==> src/rtl/dcf77_frame_decoder.sv <==
// ============================================================================
// dcf77_frame_decoder : assembles DCF77 minute frames, validates, drives date/time
// Revision 1.0
// ============================================================================
`default_nettype none

module dcf77_frame_decoder #(
  parameter int MAX_MISSED = 2
) (
  input  logic       clk,
  input  logic       reset,
  input  logic       bit_strobe,
  input  logic       bit_value,
  input  logic       minute_mark,
  output logic [7:0] year,
  output logic [7:0] month,
  output logic [7:0] day,
  output logic [7:0] hour,
  output logic [7:0] minute,
  output logic [7:0] second,
  output logic [2:0] day_of_week,
  output logic       valid,
  output logic       frame_ok,
  output logic       frame_error
);

  localparam logic [3:0] MISS_LIMIT = 4'(MAX_MISSED);

  typedef enum logic [0:0] {
    HUNT    = 1'b0,
    RECEIVE = 1'b1
  } state_t;

  state_t      state;
  logic [59:0] frame;
  logic [5:0]  bit_count;
  logic [3:0]  miss_count;

  logic [7:0] f_minute, f_hour, f_day, f_month, f_year;
  logic [2:0] f_dow;
  logic [7:0] sec_max, sec_next;
  logic [3:0] miss_next;
  logic       len_ok, mark_ok, parity_ok, bcd_ok, range_ok, frame_good;
  logic       unused_bits;

  // Field slices are contiguous in the buffer, so each BCD byte is a direct slice.
  assign f_minute = {1'b0, frame[27:21]};
  assign f_hour   = {2'b0, frame[34:29]};
  assign f_day    = {2'b0, frame[41:36]};
  assign f_dow    = frame[44:42];
  assign f_month  = {3'b0, frame[49:45]};
  assign f_year   = frame[57:50];

  // Civil-warning and announcement bits carry no date/time content.
  assign unused_bits = ^frame[18:1];

  assign len_ok    = (bit_count == 6'd59) ||
                     ((bit_count == 6'd60) && frame[19] && !frame[59]);
  assign mark_ok   = !frame[0] && frame[20];
  assign parity_ok = !(^frame[28:21]) && !(^frame[35:29]) && !(^frame[58:36]);
  assign bcd_ok    = (f_minute[3:0] <= 4'd9) && (f_hour[3:0] <= 4'd9) &&
                     (f_day[3:0] <= 4'd9) && (f_month[3:0] <= 4'd9) &&
                     (f_year[3:0] <= 4'd9);
  assign range_ok  = (f_minute <= 8'h59) && (f_hour <= 8'h23) &&
                     (f_day != 8'h00) && (f_day <= 8'h31) &&
                     (f_month != 8'h00) && (f_month <= 8'h12) &&
                     (f_dow != 3'd0);
  assign frame_good = len_ok && mark_ok && parity_ok && bcd_ok && range_ok;

  assign miss_next = (miss_count == 4'hF) ? miss_count : miss_count + 4'd1;
  assign sec_max   = frame[19] ? 8'h60 : 8'h59;

  always_comb begin
    sec_next = second;
    if (second < sec_max) begin
      if (second[3:0] == 4'd9) sec_next = {second[7:4] + 4'd1, 4'd0};
      else                     sec_next = second + 8'd1;
    end
  end

  always_ff @(posedge clk or posedge reset) begin
    if (reset) begin
      state       <= HUNT;
      frame       <= '0;
      bit_count   <= '0;
      miss_count  <= '0;
      year        <= '0;
      month       <= '0;
      day         <= '0;
      hour        <= '0;
      minute      <= '0;
      second      <= '0;
      day_of_week <= '0;
      valid       <= 1'b0;
      frame_ok    <= 1'b0;
      frame_error <= 1'b0;
    end else begin
      frame_ok    <= 1'b0;
      frame_error <= 1'b0;
      if (minute_mark) begin
        // The mark always restarts reception; the strobe in the same cycle is dropped.
        state     <= RECEIVE;
        bit_count <= '0;
        frame     <= '0;
        if (state == RECEIVE) begin
          second <= 8'h00;
          if (frame_good) begin
            year        <= f_year;
            month       <= f_month;
            day         <= f_day;
            hour        <= f_hour;
            minute      <= f_minute;
            day_of_week <= f_dow;
            valid       <= 1'b1;
            miss_count  <= '0;
            frame_ok    <= 1'b1;
          end else begin
            frame_error <= 1'b1;
            miss_count  <= miss_next;
            if (miss_next >= MISS_LIMIT) valid <= 1'b0;
          end
        end
      end else if (bit_strobe && (state == RECEIVE)) begin
        if (bit_count == 6'd60) begin
          // A 61st bit means the minute mark was lost: give up and re-sync.
          state       <= HUNT;
          frame_error <= 1'b1;
          miss_count  <= miss_next;
          if (miss_next >= MISS_LIMIT) valid <= 1'b0;
        end else begin
          frame[bit_count] <= bit_value;
          bit_count        <= bit_count + 6'd1;
          second           <= sec_next;
        end
      end
    end
  end

endmodule

`default_nettype wire

==> config.mk <==
export PLATFORM = sky130hd
export DESIGN_NAME = dcf77_frame_decoder
export DESIGN_NICKNAME = d
export VERILOG_FILES = /design/src/rtl/dcf77_frame_decoder.sv
export SDC_FILE = /design/constraint.sdc
export NUM_CORES = 1
export LEC_CHECK = 0
export CORE_ASPECT_RATIO = 0.75
export CORE_UTILIZATION = 30
export CTS_BUF_LIST = sky130_fd_sc_hd__clkbuf_8
export CTS_CLUSTER_DIAMETER = 120
export CTS_CLUSTER_SIZE = 24
export DETAILED_ROUTE_END_ITERATION = 16
export HOLD_SLACK_MARGIN = 0.05
export PLACE_DENSITY_LB_ADDON = 0.2
export SETUP_SLACK_MARGIN = 0.5
export SYNTH_ARGS = -nofsm -noshare
export SYNTH_HDL_FRONTEND = slang
export SYNTH_SLANG_ARGS = --single-unit
export TNS_END_PERCENT = 30
==> constraint.sdc <==
create_clock -name clk -period 3.91 [get_ports clk]
set_input_delay 1.173 -clock clk [delete_from_list [all_inputs] [get_ports clk]]
set_output_delay 1.173 -clock clk [all_outputs]
set_load 0.01 [all_outputs]
==> results.md, run 1 <==
* Worst IR Drop VDD at 0.139 mV
* Max Cap Violations at 0
* Crit end category: register
* PwrDens at just over 300 mW/mm2
* DRC at 0
* Hold Crit Class: reg2reg
* Syn avg cell area at a little under 10 um2
* # port buffers at 50
* Async SR Flop Fraction at between 90% and 100%
* DRT Wirelength at roughly 14000 um
* Commonest non-fill, non-tap cell in the layout: dfrtp_1
* Reg-to-Reg Start: frame[23]
* # IOs at a little under 60
* Fin. max-slew vios at 0
* Die H at approximately 120 um
* Layout Cells excl Fill at 862
* Synth unique cells at around 50
* DRT Pass-1 Iters at 5
* Startpoint type of the worst setup path: register
* RSZ-0062 raised after global routing: no
* Vias at a little over 4k
* RR Endpoint: year[1]
* Crit path DAT at about 3.4 ns
* Clk_skew at about 0.014 ns
* Hold Path Sink: hour[5]
* Ys Warns at 0
* Crit path kind: reg2reg
* Worst Hold Launch: hour[5]
* Cell total after placement at between 800 and 900
* # rows at 43
* Post-synthesis register bit count at around 100
* Layout cells sized above 1 at a little over a tenth
* Worst reg2reg path depth at 8
* Worst-Margin Slew at 0.698 ns
* Hpwl dp at roughly 9900 um
* Post-synth top area cell: dfrtp_1
* Root Buffer: clkbuf_8
* Commonest non-fill, non-tap cells in the layout: dfrtp_1, nor2_1, nand2_1, clkdlybuf4s50_1, ha_1
* Die area at between 0.015 and 0.02 mm2
* EDFF count, synth at 0
* LEAKAGE at about 2.8 nW
* Hold Vio Cnt, Final at 0
* Clk sinks at 99
* Worst-Skew Late Latency at roughly 0.4 ns
* CTS buffer count at 9
* Final Setup Violations at 0
* GP Congestion at approximately 0.84
* TritonCTS clock tree: yes
* All-layer global routing usage at between 10% and 20%
* Fmax at ~320 MHz
* Htree depth at 3
* Worst Setup SP: frame[23]
* Mapped Cells at between 500 and 600
* DRT antenna net count at 0
* Ant. Diodes at 0
* Hold-critical path depth at 1
* Vias in the first global route at between 4k and 5k
* P&R area growth vs syn at 15.7%
* Post-CTS Setup Inserts at 0
* Starting Density at between 30% and 40%
* Final #Nets at around 660
* Clock buffer depth at 2
* Final setup TNS at 0 ns
* Most used DFF post-synth: dfrtp_1
* Synth top area cells: dfrtp_1, ha_1, mux2_4
* Hold Buf Count CTS at 0
* Post-synthesis sequential area ratio at 44.0%
* Initial DRC count at 246
* Core region area at roughly 0.018 mm2
* Post-CTS sizing at 0
* Vias per inst at about 4.8
* Run status: complete, no violations
* Worst slew margin at between 50% and 60%
* First-pass GRT wire length at 22600 um
* Crit path required time at between 4 and 5 ns
* CP max FO at 16
* Post-layout min period at 3.09 ns
* Drt wl/cell at between 15 and 20 um
* Yosys top cell area share at a little over two fifths
* Reg2reg setup slack at roughly 0.82 ns
* Clock transition at path regs at roughly 0.1 ns
* Die X at 160 um
* Grt total ovfl at 0
* Post-Syn Area at between 0.005 and 0.006 mm2
* Pin count of the biggest net entering global routing at 52
* Initial antenna violation count at 0
* Crit share post-route at 79.1%
-- critical path, stage by stage (launching register included) --
cell and delay, ns:
dfrtp_1 0.45, inv_1 0.07, ha_1 0.31, xnor3_1 0.36, xnor2_1 0.25, nand4_1 0.19
or4_2 0.74, buf_4 0.26, mux2_4 0.33
-- cells in the mapped netlist (2+ instances only) --
library cell / instances
and3_1: 2
nor4_1: 4
a21oi_1: 39
nand4_1: 6
nor3_1: 14
nand2_1: 54
o21a_1: 2
or2_2: 3
a2bb2oi_1: 2
xnor2_1: 19
nor2b_1: 7
buf_12: 3
mux2_2: 8
clkbuf_1: 21
a211oi_1: 3
dfrtp_1: 99
mux2_4: 29
or3_1: 5
a31oi_1: 2
o21ai_0: 32
nor2_1: 62
a21boi_0: 2
nand2b_1: 3
o21ai_1: 2
xor2_1: 6
nand3_1: 17
a311oi_1: 2
o311ai_0: 2
inv_1: 36
o211ai_1: 2
ha_1: 40
mux2i_1: 14
buf_4: 8
-- logic make-up (layout without fill, tap and decap cells) --
family | count (synthesis) | in the layout | share of synthesized area (%)
multiplexers | 51 | 51 | 11.8
other | 1 | 8 | 0.0666
buffers and inverters | 70 | 110 | 6.22
adder cells (fa/ha/maj) | 40 | 40 | 8.88
flip-flops | 99 | 99 | 44.0
AO/OA/AOI/OAI | 98 | 98 | 10.1
XOR/XNOR | 26 | 26 | 4.29
AND/OR/NAND/NOR | 183 | 183 | 14.7
-- metrics by stage --
stage	area [um2]	power (mW)	hold slack, ns	util, %	worst slack [ns]
2_1_floorplan	5660	1.25	0.479	-	1.06
3_3_place_gp	6330	1.31	0.490	34.3	0.665
3_5_place_dp	6330	1.32	0.495	34.3	0.611
4_1_cts	6520	2.01	0.520	35.3	0.787
5_1_grt	6520	2.08	0.536	35.3	0.690
6_report	6520	1.97	0.512	35.3	0.817
-- routing by layer --
| layer | GRT usage, % | wire [um] | part of all wire [%] | up-vias |
|---|---|---|---|---|
| li1 | - | - | - | 2016 |
| met1 | 21.5 | 7110 | 51 | 2031 |
| met2 | 23.4 | 6060 | 44 | 77 |
| met3 | 3.53 | 486 | 3.5 | 12 |
| met4 | 4.05 | 151 | 1.1 | 0 |
| met5 | 0 | 0 | 0 | - |
-- how the worst max path moves through the flow --
stage                    to  slack (ns)  cells after the start
2_1_floorplan     second[0]        1.06                      6
3_3_place_gp   bit_count[5]        0.67                      7
3_5_place_dp      second[0]        0.61                      6
4_1_cts             hour[4]        0.79                      8
5_1_grt              day[2]        0.69                      8
6_report            year[1]        0.82                      8
-- registers in the layout, indices dropped and copies added (netlist names) --
name / flops
month: 5
day: 6
miss_count: 4
hour: 6
minute: 7
state: 1
bit_count: 6
year: 8
frame: 42
frame_ok: 1
second: 8
frame_error: 1
day_of_week: 3
valid: 1
-- where the power goes --
group | total, mW | switching, mW | internal [mW]
Combinational | 0.203 | 0.125 | 0.0777
Clock | 0.676 | 0.383 | 0.293
Sequential | 1.09 | 0.0430 | 1.05
-- area by class of cell --
| class | instances | area [um2] |
|---|---|---|
| well taps | 247 | 309 |
| flip-flops and latches | 99 | 2480 |
| fillers | 1849 | 11900 |
| clock inverters | 7 | 70.1 |
| repair buffers | 58 | 568 |
| inverters | 36 | 139 |
| multi-input cells | 406 | 2830 |
| clock buffers | 9 | 124 |
Power figures use the tool's default switching activity.
==> inputs of run 2 (changes only) <==
Clock period 3.91 ns to 3 ns, I/O delays scaled along.
==> run 2 against run 1 <==
Sequential share of layout area is 3.7 points lower. Clock-buffer cell count up 2. Clock power increased by 58%. Combinational power up 38%. Largest power group unchanged.
==> results.md, run 2 (same netlist as run 1, synthesis figures left out) <==
* Fin. max-slew vios at 0
* Max reg flops at 42
* Vias in the first global route at between 4k and 5k
* Crit path kind: reg2reg
* P_int at between 2 and 2.5 mW
* # IOs at 59
* Die X at ~160 um
* Drt wl/cell at around 17 um
* P&R area growth vs syn at 28.1%
* CTS buffer count at 9
* RSZ-0062 raised after global routing: yes
* Layout cells sized above 1 at about 22%
* Final Setup Violations at 0
* DRC at 0
* Post-Place Setup Slack at 0.0461 ns
* Most flops, register: frame
* Sequential Area at between 0.002 and 0.0025 mm2
* All-layer global routing usage at between 10% and 20%
* Post-layout min period at 2.75 ns
* Worst Setup SP: frame[40]
* Core region area at between 0.015 and 0.02 mm2
* Ant. Diodes at 0
* Crit path DAT at slightly above 3 ns
* Htree depth at 3
* Pin count of the biggest net entering global routing at 100
* # rows at between 40 and 50
* CP max FO at 8
* Worst slew margin at ~56%
* Clk_skew at around 0.011 ns
* Starting Density at between 30% and 40%
* Die area at 0.0193 mm2
* Hold Buf Count CTS at 0
* Combinational cell fraction of total power at slightly above 10%
* Grt total ovfl at 0
* Clock buffer depth at 2
* Fmax at roughly 360 MHz
* Post-Route Utilization at between 30% and 40%
* Max Cap Violations at 0
* GP Congestion at around 0.84
* Worst IR Drop VDD at between 0.15 and 0.2 mV
* Multi-input gate area at 0.00303 mm2
* Reg2reg setup slack at approximately 0.25 ns
* End of the critical path: minute[5]
* LEAKAGE at ~3.2 nW
* Hpwl dp at ~10000 um
* Commonest non-fill, non-tap cell in the layout: dfrtp_1
* First-pass GRT wire length at between 20000 and 25000 um
* Hold Vio Cnt, Final at 0
* Hold Crit Class: reg2reg
* Worst-Margin Slew at roughly 0.65 ns
* Vias at 4321
* Net Sw Frac at about a quarter
* Vias per inst at roughly 4.8
* Final setup TNS at 0 ns
* Flop pwr share at about half
* Layout fillers at roughly 1.8k
* Clock transition at path regs at roughly 0.090 ns
* Clock network fraction of total power at 38.6%
* Worst reg2reg path depth at 10
* DRT Wirelength at about 15000 um
* Root Buffer: clkbuf_8
* Clk sinks at 99
* DRT Pass-1 Iters at 5
* Crit path required time at between 3 and 4 ns
* Reg-to-Reg Start: frame[40]
* RR Endpoint: minute[5]
* Crit end category: register
* Run status: complete, no violations
* Top flop regs: frame: 42 flops, second: 8 flops, year: 8 flops
* Commonest non-fill, non-tap cells in the layout: dfrtp_1, nor2_1, nand2_1, clkdlybuf4s50_1, buf_4
* Initial DRC count at 296
* Startpoint type of the worst setup path: register
* Crit share post-route at between 90% and 100%
* Die H at about 120 um
* Final #Nets at approximately 700
* TritonCTS clock tree: yes
* Total net switching power at ~0.70 mW
* Worst setup margin at between 0.2 and 0.3 ns
* DRT antenna net count at 0
* Worst-Skew Late Latency at between 0.3 and 0.4 ns
* PwrDens at 385 mW/mm2
* # port buffers at 50
* Initial antenna violation count at 0
run 2: cell count changes in the layout (fill, tap and decap cells not counted), moves of 3 or more:
cell | before | now
buf_4 | 7 | 42
ha_2 | 0 | 3
ha_4 | 0 | 6
ha_1 | 40 | 31
buf_12 | 1 | 5
xnor2_1 | 19 | 9
inv_2 | 0 | 8
xnor2_2 | 0 | 10
inv_1 | 36 | 27
run 2: cell type report:
cell class,count,area share [%]
clock inverters,4,1.35
clock buffers,11,2.10
inverters,36,1.92
repair buffers,101,14.0
flip-flops and latches,99,34.3
well taps,247,4.28
multi-input cells,406,42.0
run 2: worst min-delay path by stage:
stage                   start  slack (ns)  cells after the start        end
finish                hour[5]        0.52                      1    hour[5]
global route          hour[5]        0.53                      1    hour[5]
CTS                   hour[5]        0.52                      1    hour[5]
detailed placement    year[2]        0.49                      1    year[2]
global placement     month[4]        0.49                      1   month[4]
floorplan           frame[59]        0.48                      2  frame[59]
run 2: critical path, stage by stage (launching register included):
cell and delay (ns):
dfrtp_1 0.41, inv_2 0.07, ha_4 0.20, xor2_2 0.18, xnor2_2 0.27, xnor2_2 0.13, xnor2_2 0.16, or4_4 0.59
buf_12 0.17, buf_16 0.14, mux2_4 0.29
run 2: per-stage QoR:
step / hold slack (ns) / total power [mW] / instances / area (um2)
global route: 0.529 / 2.91 / 904 / 7220
global placement: 0.493 / 1.72 / 864 / 6470
CTS: 0.517 / 2.82 / 903 / 7140
floorplan: 0.479 / 1.63 / 575 / 5660
finish: 0.516 / 2.78 / 904 / 7220
detailed placement: 0.493 / 1.73 / 864 / 6470
run 2: timing repair:
item | in CTS | in global routing
buffers inserted | 21 | 1
resized for setup | 33 | 10
pin swaps | 13 | 4
endpoints found under the setup margin | 38 | 42
cloned | 3 | 0
run 2: power groups by stage:
stage / sequential, mW / clock [mW] / combinational (mW)
global placement: 1.45 / 0 / 0.271
finish: 1.42 / 1.07 / 0.281
floorplan: 1.44 / 0 / 0.189
CTS: 1.42 / 1.12 / 0.284
global route: 1.43 / 1.16 / 0.314
detailed placement: 1.45 / 0 / 0.276
run 2: per-layer routing:
layer	track usage [%]	vias up	wire length [um]
li1	-	2087	-
met1	23.2	2133	7480
met2	25.8	91	6920
met3	3.70	10	657
met4	3.87	0	148
met5	0	-	0
